`src/rtl/tcm_port_arb.sv`:
```
// Two-requester round-robin arbiter for a single-port TCM SRAM with bounded burst locking
// and one-cycle response routing back to the winning requester.
module tcm_port_arb #(
    parameter int unsigned ADDR_WIDTH = 32,
    parameter int unsigned DATA_WIDTH = 32,
    parameter int unsigned MAX_LOCK   = 16
) (
    input  logic                    clk,
    input  logic                    rst,

    input  logic                    r0_req,
    input  logic                    r0_lock,
    input  logic [ADDR_WIDTH-1:0]   r0_addr,
    input  logic                    r0_wr_en,
    input  logic [DATA_WIDTH-1:0]   r0_wr_data,
    input  logic [DATA_WIDTH/8-1:0] r0_wr_byte_en,
    output logic                    r0_gnt,
    output logic                    r0_rsp_vld,
    output logic [DATA_WIDTH-1:0]   r0_rd_data,

    input  logic                    r1_req,
    input  logic                    r1_lock,
    input  logic [ADDR_WIDTH-1:0]   r1_addr,
    input  logic                    r1_wr_en,
    input  logic [DATA_WIDTH-1:0]   r1_wr_data,
    input  logic [DATA_WIDTH/8-1:0] r1_wr_byte_en,
    output logic                    r1_gnt,
    output logic                    r1_rsp_vld,
    output logic [DATA_WIDTH-1:0]   r1_rd_data,

    output logic                    mem_en,
    output logic                    mem_wr_en,
    output logic [ADDR_WIDTH-1:0]   mem_addr,
    output logic [DATA_WIDTH-1:0]   mem_wr_data,
    output logic [DATA_WIDTH/8-1:0] mem_wr_byte_en,
    input  logic [DATA_WIDTH-1:0]   mem_rd_data,

    output logic                    lock_timeout
);

    localparam int unsigned BeW  = DATA_WIDTH / 8;
    localparam int unsigned CntW = $clog2(MAX_LOCK);
    localparam logic [CntW-1:0] CntMax = CntW'(MAX_LOCK - 1);

    typedef enum logic [1:0] {StIdle, StLock0, StLock1} state_e;

    state_e            state_q, state_d;
    logic              rr_q, rr_d;
    logic [CntW-1:0]   cnt_q, cnt_d;
    logic              rsp_vld_q, rsp_id_q, rsp_rd_q;

    logic              gnt0, gnt1, timeout, prio, lock_owner;
    logic              g0, g1;

    always_comb begin
        state_d    = state_q;
        rr_d       = rr_q;
        cnt_d      = cnt_q;
        gnt0       = 1'b0;
        gnt1       = 1'b0;
        prio       = rr_q;
        lock_owner = (state_q == StLock1);
        timeout    = (state_q != StIdle) && (cnt_q == CntMax);

        if (state_q == StIdle || timeout) begin
            // On timeout the cycle is arbitrated as idle, favouring the starved side.
            prio = timeout ? ~lock_owner : rr_q;
            if (r0_req && r1_req) begin
                gnt0 = ~prio;
                gnt1 = prio;
            end else begin
                gnt0 = r0_req;
                gnt1 = r1_req;
            end
            if (gnt0 || gnt1) begin
                rr_d = gnt0;
            end
            state_d = StIdle;
            cnt_d   = '0;
            if (!timeout) begin
                if (gnt0 && r0_lock) begin
                    state_d = StLock0;
                end else if (gnt1 && r1_lock) begin
                    state_d = StLock1;
                end
            end
        end else begin
            cnt_d = cnt_q + CntW'(1);
            if (lock_owner) begin
                gnt1 = r1_req;
                if (r1_req && !r1_lock) begin
                    state_d = StIdle;
                end
            end else begin
                gnt0 = r0_req;
                if (r0_req && !r0_lock) begin
                    state_d = StIdle;
                end
            end
        end
    end

    // Grants are combinational, so hold them low while reset is asserted.
    assign g0           = gnt0 & ~rst;
    assign g1           = gnt1 & ~rst;
    assign r0_gnt       = g0;
    assign r1_gnt       = g1;
    assign lock_timeout = timeout & ~rst;

    always_comb begin
        mem_en         = g0 | g1;
        mem_wr_en      = 1'b0;
        mem_addr       = '0;
        mem_wr_data    = '0;
        mem_wr_byte_en = '0;
        if (g0) begin
            mem_wr_en      = r0_wr_en;
            mem_addr       = r0_addr;
            mem_wr_data    = r0_wr_data;
            mem_wr_byte_en = r0_wr_byte_en & {BeW{r0_wr_en}};
        end else if (g1) begin
            mem_wr_en      = r1_wr_en;
            mem_addr       = r1_addr;
            mem_wr_data    = r1_wr_data;
            mem_wr_byte_en = r1_wr_byte_en & {BeW{r1_wr_en}};
        end
    end

    always_ff @(posedge clk or posedge rst) begin
        if (rst) begin
            state_q   <= StIdle;
            rr_q      <= 1'b0;
            cnt_q     <= '0;
            rsp_vld_q <= 1'b0;
            rsp_id_q  <= 1'b0;
            rsp_rd_q  <= 1'b0;
        end else begin
            state_q   <= state_d;
            rr_q      <= rr_d;
            cnt_q     <= cnt_d;
            rsp_vld_q <= g0 | g1;
            rsp_id_q  <= g1;
            rsp_rd_q  <= (g0 | g1) & ~mem_wr_en;
        end
    end

    assign r0_rsp_vld = rsp_vld_q & ~rsp_id_q;
    assign r1_rsp_vld = rsp_vld_q & rsp_id_q;
    assign r0_rd_data = (r0_rsp_vld && rsp_rd_q) ? mem_rd_data : '0;
    assign r1_rd_data = (r1_rsp_vld && rsp_rd_q) ? mem_rd_data : '0;

endmodule

```
`config.mk`:
```
export PLATFORM = sky130hd
export DESIGN_NAME = tcm_port_arb
export DESIGN_NICKNAME = d
export VERILOG_FILES = /design/src/rtl/tcm_port_arb.sv
export SDC_FILE = /design/constraint.sdc
export NUM_CORES = 1
export LEC_CHECK = 0
export ABC_CLOCK_PERIOD_IN_PS = 3650
export BUFFER_PORTS_ARGS = -buffer_cell sky130_fd_sc_hd__clkbuf_2
export CAP_MARGIN = 20
export CORE_AREA = 2 2 123 125
export DETAILED_ROUTE_END_ITERATION = 10
export DIE_AREA = 0 0 125 127
export PLACE_DENSITY_LB_ADDON = 0.3
export SYNTH_ARGS = -nofsm -noshare
export SYNTH_HDL_FRONTEND = slang
export SYNTH_SLANG_ARGS = --single-unit
```
`constraint.sdc`:
```
create_clock -name clk -period 3.65 [get_ports clk]
set_clock_uncertainty 0.15 [all_clocks]
set_input_delay 0.73 -clock clk [delete_from_list [all_inputs] [get_ports clk]]
set_output_delay 0.73 -clock clk [all_outputs]
set_load 0.05 [all_outputs]
```
==> metrics.yaml, run 1 <==
timing:
  finalHoldViolations: 0
  maxSlewViolCount: 0
  tightestPinTransition_ps: 847
  finalCriticalPeriod_ps: 3410
  rsz0062_at_grt: "no"
  slew_headroom_pct: 43.5
  max_freq_mhz: 293
  setup_viol: 0
  post-route-period-util_pct: 93.5
  final.setup.tns_ps: 0
global_routing:
  grt_pass1_wl_um: 13500
  grt_pass1_vias: 2517
  grt_overflow_total: 0
  antenna_found_initial: 0
  grt_max_degree: 66
  track_usage_pct: 10.5
drt:
  wl_um: 9520
  num_vias: 2839
  drt_iter0_drc: 155
  dr.pass1.iters: 4
  ant_nets: 0
  drc: 0
  avgViaCountPerCell: 4.07
  wl_per_cell_um: 13.6
yosys:
  netlist_instances: 213
  synth-edff-count: 0
  yosys.area.top_type: "a22o_1"
  syn_area_um2: 1700
  synth_cell_types: 30
  ys_top_cells_by_area: "a22o_1 (34%), and2_1 (24%), dfrtp_1 (15%), buf_6 (3.3%), a32o_1 (3.0%)"
  syn_avg_cell_area_um2: 7.96
  yosys_warnings: 0
  synth-seq-cells: 10
  ys_seq_area_share_pct: 14.8
  async_reset_ff_share_pct: 100
  synth.top_cell.area_share_pct: 33.6
  syn_nets: 390
  synthTopCellsByCount: "a22o_1 (65), and2_1 (65), buf_2 (10), dfrtp_1 (10), clkbuf_1 (6)"
  synth_ff_type: "dfrtp_1"
die:
  core_area_um2: 14400
  die_h_um: 127
  ios: 315
  design.die.area_um2: 15900
  std_cell_rows: 44
  dieWidth_um: 125
  start_util_pct: 11.8
worst_setup_path:
  path_class: "register to primary output"
  crit_required_ps: 2770
  arrival_ps: 2530
  crit_fanout: 55
  endpoint_kind: "primary output"
  setup.worst_path.start_class: "register"
final_layout:
  final_util_pct: 24.4
  nets: 692
  syn2layout_area_growth_pct: 108
  drive_gt1_share_pct: 63.6
  fin_cells: 698
  antenna_cells: 0
placed_design:
  gp_congestion: 0.816
  io_buffers: 314
  hpwl_um: 8240
  placed_cells: 694
min_path:
  hold_path_class: "register to register"
clocking:
  cts_resized: 0
  numCtsBuffers: 3
  cts_root_buffer: "clkbuf_16"
  clock_latency_ps: 230
  clkTransAtPathRegs_ps: 40
  post_cts_buffers: 0
  clock-sinks: 10
  holdBufCountCts: 0
  htree_num_levels: 1
  tritoncts: "yes"
  cts.path.max_buffers: 2
power:
  power_leakage_nw: 2.13
  peakVddDrop_mv: 0.188
  powerDensity_nw_per_um2: 487
flow_run:
  cap_violations: 0
outcome:
  status: "completed"
routing by layer:
layer / routed length, um / GRT usage (%) / up-vias
met3: 902 / 1.93 / 6
met1: 3680 / 12.6 / 1222
met4: 59 / 1.37 / 0
met2: 4880 / 19.9 / 214
met5: 0 / 0 / -
li1: - / - / 1397
cells in the final DEF, fill, tap and decap left out, drive strengths merged, types with 2 or more instances in the layout:
cell type | netlist | final
a32o | 5 | 5
dfrtp | 10 | 10
buf | 16 | 5
and3 | 3 | 3
a21oi | 4 | 4
clkbuf | 6 | 318
nor2b | 3 | 3
nand2 | 4 | 4
nor3 | 4 | 4
nor2 | 5 | 5
o21ai | 2 | 2
a22o | 65 | 65
and2 | 65 | 65
inv | 4 | 4
nand3 | 5 | 5
power by group:
part / leakage, nW / switching, W / internal [W]
Sequential: 0.129 / 0.0000536 / 0.000150
Combinational: 1.95 / 0.000927 / 0.000368
Clock: 0.0442 / 0.0000497 / 0.000165
Total: 2.13 / 0.00103 / 0.000683
worst paths after layout:
check	start	to	slack [ps]	cells after the start
max reg2reg	cnt_q[0]$_DFF_PP0_	rsp_vld_q$_DFF_PP0_	1430	6
min	cnt_q[0]$_DFF_PP0_	cnt_q[0]$_DFF_PP0_	340	1
min reg2reg	cnt_q[0]$_DFF_PP0_	cnt_q[0]$_DFF_PP0_	340	1
max	cnt_q[0]$_DFF_PP0_	mem_addr[11]	240	7
min in group asynchronous	rst	cnt_q[0]$_DFF_PP0_	400	3
max in group asynchronous	rst	cnt_q[1]$_DFF_PP0_	2810	3
cell type report:
class,instances,area [um2]
multi-input combinational,177,1300
sequential,10,250
clock buffer,4,88.8
timing repair buffer,319,1630
tap,184,230
inverter,4,15.0
fill,1581,10900
logic make-up (layout without fill, tap and decap cells):
group	count (synthesis)	after routing	share of synthesized area, %
and+or+nand+nor	93	93	33.1
DFF	10	10	14.8
buffers and inverters	26	327	8.93
xor gates and xnor gates	2	2	1.03
adders and majority gates	1	1	0.738
AOI/OAI and AO/OA	81	81	41.5
worst max-delay path, stage by stage, from the launching register on:
cell and delay (ps):
dfrtp_1 390, ha_1 250, and3_1 320, a21oi_1 190
o2111a_2 360, buf_12 270, a22o_1 190, clkbuf_2 280
stage by stage:
stage / worst slack (ps) / instance area [um2] / hold WS (ps) / power [W]
after floorplan: 507 / 1700 / 292 / 0.00117
after global placement: 455 / 3430 / 321 / 0.00152
after detailed placement: 466 / 3430 / 335 / 0.00150
after CTS: 252 / 3520 / 340 / 0.00172
after global routing: 99.4 / 3520 / 366 / 0.00180
final: 236 / 3520 / 340 / 0.00171
state kept, by name, indices dropped and copies added (netlist names):
| signal | flops |
|---|---|
| rsp_id_q | 1 |
| rr_q | 1 |
| state_q | 2 |
| rsp_rd_q | 1 |
| cnt_q | 4 |
| rsp_vld_q | 1 |
Power figures use the tool's default switching activity.
==> run 2, diff against run 1 <==
--- a/config.mk
+++ b/config.mk
@@ -5,7 +5,7 @@
 export SDC_FILE = /design/constraint.sdc
 export NUM_CORES = 1
 export LEC_CHECK = 0
-export ABC_CLOCK_PERIOD_IN_PS = 3650
+export ABC_CLOCK_PERIOD_IN_PS = 3800
 export BUFFER_PORTS_ARGS = -buffer_cell sky130_fd_sc_hd__clkbuf_2
 export CAP_MARGIN = 20
 export CORE_AREA = 2 2 123 125
==> constraint.sdc (replaced) <==
create_clock -name clk -period 3.8 [get_ports clk]
set_clock_uncertainty 0.15 [all_clocks]
set_input_delay 0.76 -clock clk [delete_from_list [all_inputs] [get_ports clk]]
set_output_delay 0.76 -clock clk [all_outputs]
set_load 0.05 [all_outputs]
==> run 2 against run 1 <==
Worst setup slack improved by 95 ps. Hold slack is essentially flat. Total power is 3.7% lower. Via count increased by 1.6%. Utilization unchanged. Routed wire length grew 2.2%. Combinational power fell by 3%. Global-route usage up 0.36 points. Final cell count unchanged. Sequential power fell by 4%. Largest cell class unchanged.
==> metrics.yaml, run 2 (synthesis results as in run 1) <==
global_routing:
  grt_max_degree: 66  # unchanged
  grt_overflow_total: 0  # unchanged
  grt_pass1_vias: 2701  # was 2,517
  track_usage_pct: 10.8  # was 10.5%
  grt_pass1_wl_um: 14100  # was 13,500 um
  antenna_found_initial: 0  # unchanged
placed_design:
  placed_cells: 694  # unchanged
  gp_congestion: 0.819  # was 0.816
  io_buffers: 314  # unchanged
  hpwl_um: 8360  # was 8240 um
die:
  dieWidth_um: 125  # unchanged
  core_area_um2: 14400  # unchanged
  ios: 315  # unchanged
  std_cell_rows: 44  # unchanged
  die_h_um: 127  # unchanged
  start_util_pct: 11.8  # unchanged
  design.die.area_um2: 15900  # unchanged
worst_setup_path:
  crit_required_ps: 2890  # was 2770 ps
  crit_fanout: 55  # unchanged
  r2r_cells: 6  # unchanged
  r2r-end: "rsp_vld_q$_DFF_PP0_"  # unchanged
  path_class: "register to primary output"  # unchanged
  setup.worst_path.start_class: "register"  # unchanged
  endpoint_kind: "primary output"  # unchanged
  ff2ff_setup_slack_ps: 1550  # was 1430 ps
  reg2reg_from: "cnt_q[0]$_DFF_PP0_"  # unchanged
  arrival_ps: 2560  # was 2530 ps
final_layout:
  largestRegisters: "cnt_q x4, state_q x2"  # unchanged
  antenna_cells: 0  # unchanged
  fin_cells: 698  # unchanged
  nets: 692  # unchanged
  mostFrequentLayoutCells: "clkbuf_2 (314), a22o_1 (65), and2_1 (65)"  # unchanged
  syn2layout_area_growth_pct: 108  # unchanged
  largest_reg_flops: 4  # unchanged
  layout_commonest_cell: "clkbuf_2"  # unchanged
  fillerInstances: 1591  # was 1,581
  drive_gt1_share_pct: 63.6  # unchanged
  regMostFlops: "cnt_q"  # unchanged
drt:
  avgViaCountPerCell: 4.13  # was 4.07
  drt_iter0_drc: 137  # was 155
  drc: 0  # unchanged
  dr.pass1.iters: 4  # unchanged
  wl_um: 9730  # was 9520 um
  wl_per_cell_um: 13.9  # was 13.6 um
  num_vias: 2885  # was 2,839
  ant_nets: 0  # unchanged
timing:
  tightestPinTransition_ps: 845  # was 847 ps
  maxSlewViolCount: 0  # unchanged
  max_freq_mhz: 288
  rsz0062_at_grt: "no"  # unchanged
  final.setup.tns_ps: 0  # unchanged
  post-route-period-util_pct: 91.3
  finalHoldViolations: 0  # unchanged
  slew_headroom_pct: 43.6  # was 43.5%
  setup_viol: 0  # unchanged
  finalCriticalPeriod_ps: 3470
power:
  finalPower_w: 0.00165  # was 0.00171 W
  powerDensity_nw_per_um2: 469  # was 487 nW/um2
  peakVddDrop_mv: 0.184  # was 0.188 mV
  power_leakage_nw: 2.13  # unchanged
clocking:
  cts_root_buffer: "clkbuf_16"  # unchanged
  post_cts_buffers: 0  # unchanged
  holdBufCountCts: 0  # unchanged
  tritoncts: "yes"  # unchanged
  htree_num_levels: 1  # unchanged
  numCtsBuffers: 3  # unchanged
  clock-sinks: 10  # unchanged
  clock_latency_ps: 230  # about the same
  cts.path.max_buffers: 2  # unchanged
  clkTransAtPathRegs_ps: 40  # about the same
  cts_resized: 0  # unchanged
min_path:
  hold_path_class: "register to register"  # unchanged
  holdPathEnd: "cnt_q[0]$_DFF_PP0_"  # unchanged
  hold_start: "cnt_q[0]$_DFF_PP0_"  # unchanged
  min_path_cells: 1  # unchanged
flow_run:
  cap_violations: 0  # unchanged
outcome:
  status: "completed"  # unchanged
==> run 2: cell counts in the layout (fill, tap and decap cells not counted) <==
No cell type changed its count.
==> run 2: cell type report <==
type,instances,area [um2],share of cell area [%]
Tap cell,184,230,6.54
Clock buffer,4,88.8,2.52
Sequential cell,10,250,7.11
Timing Repair Buffer,319,1630,46.4
Inverter,4,15.0,0.427
Multi-Input combinational cell,177,1300,37.0
==> run 2: routing by layer <==
metal  GRT usage, %  routed length [um]
met1           13.3                3850
met5              0                   0
met2           20.0                4960
met4           1.57                  95
met3           2.09                 831
==> run 2: power breakdown <==
group          switching (W)  internal, W
clock              0.0000478     0.000158
combinational       0.000895     0.000353
sequential         0.0000521     0.000144
total               0.000995     0.000656
==> run 2: per-stage QoR <==
| step | hold slack, ps | area, um2 | setup WS, ps | util [%] |
|---|---|---|---|---|
| 2_1_floorplan | 292 | 1700 | 597 | - |
| 3_3_place_gp | 321 | 3430 | 557 | 23.8 |
| 3_5_place_dp | 343 | 3430 | 557 | 23.8 |
| 4_1_cts | 352 | 3520 | 345 | 24.4 |
| 5_1_grt | 364 | 3520 | 234 | 24.4 |
| 6_report | 340 | 3520 | 331 | 24.4 |
==> run 2: critical path, cell delays in order (launching register included) <==
cell,delay [ps]
dfrtp_1,390
ha_1,240
and3_1,320
a21oi_1,210
o2111a_2,360
buf_12,270
a22o_1,200
clkbuf_2,280
==> run 2: worst max path at each step <==
stage                       startpoint                end  cells after the start
floorplan                          rst       mem_addr[20]                      5
global placement                r1_req  mem_wr_byte_en[2]                      6
detailed placement              r1_req       mem_addr[11]                      7
CTS                 cnt_q[0]$_DFF_PP0_       mem_addr[11]                      7
global route        cnt_q[0]$_DFF_PP0_       mem_addr[23]                      7
finish              cnt_q[0]$_DFF_PP0_       mem_addr[11]                      7
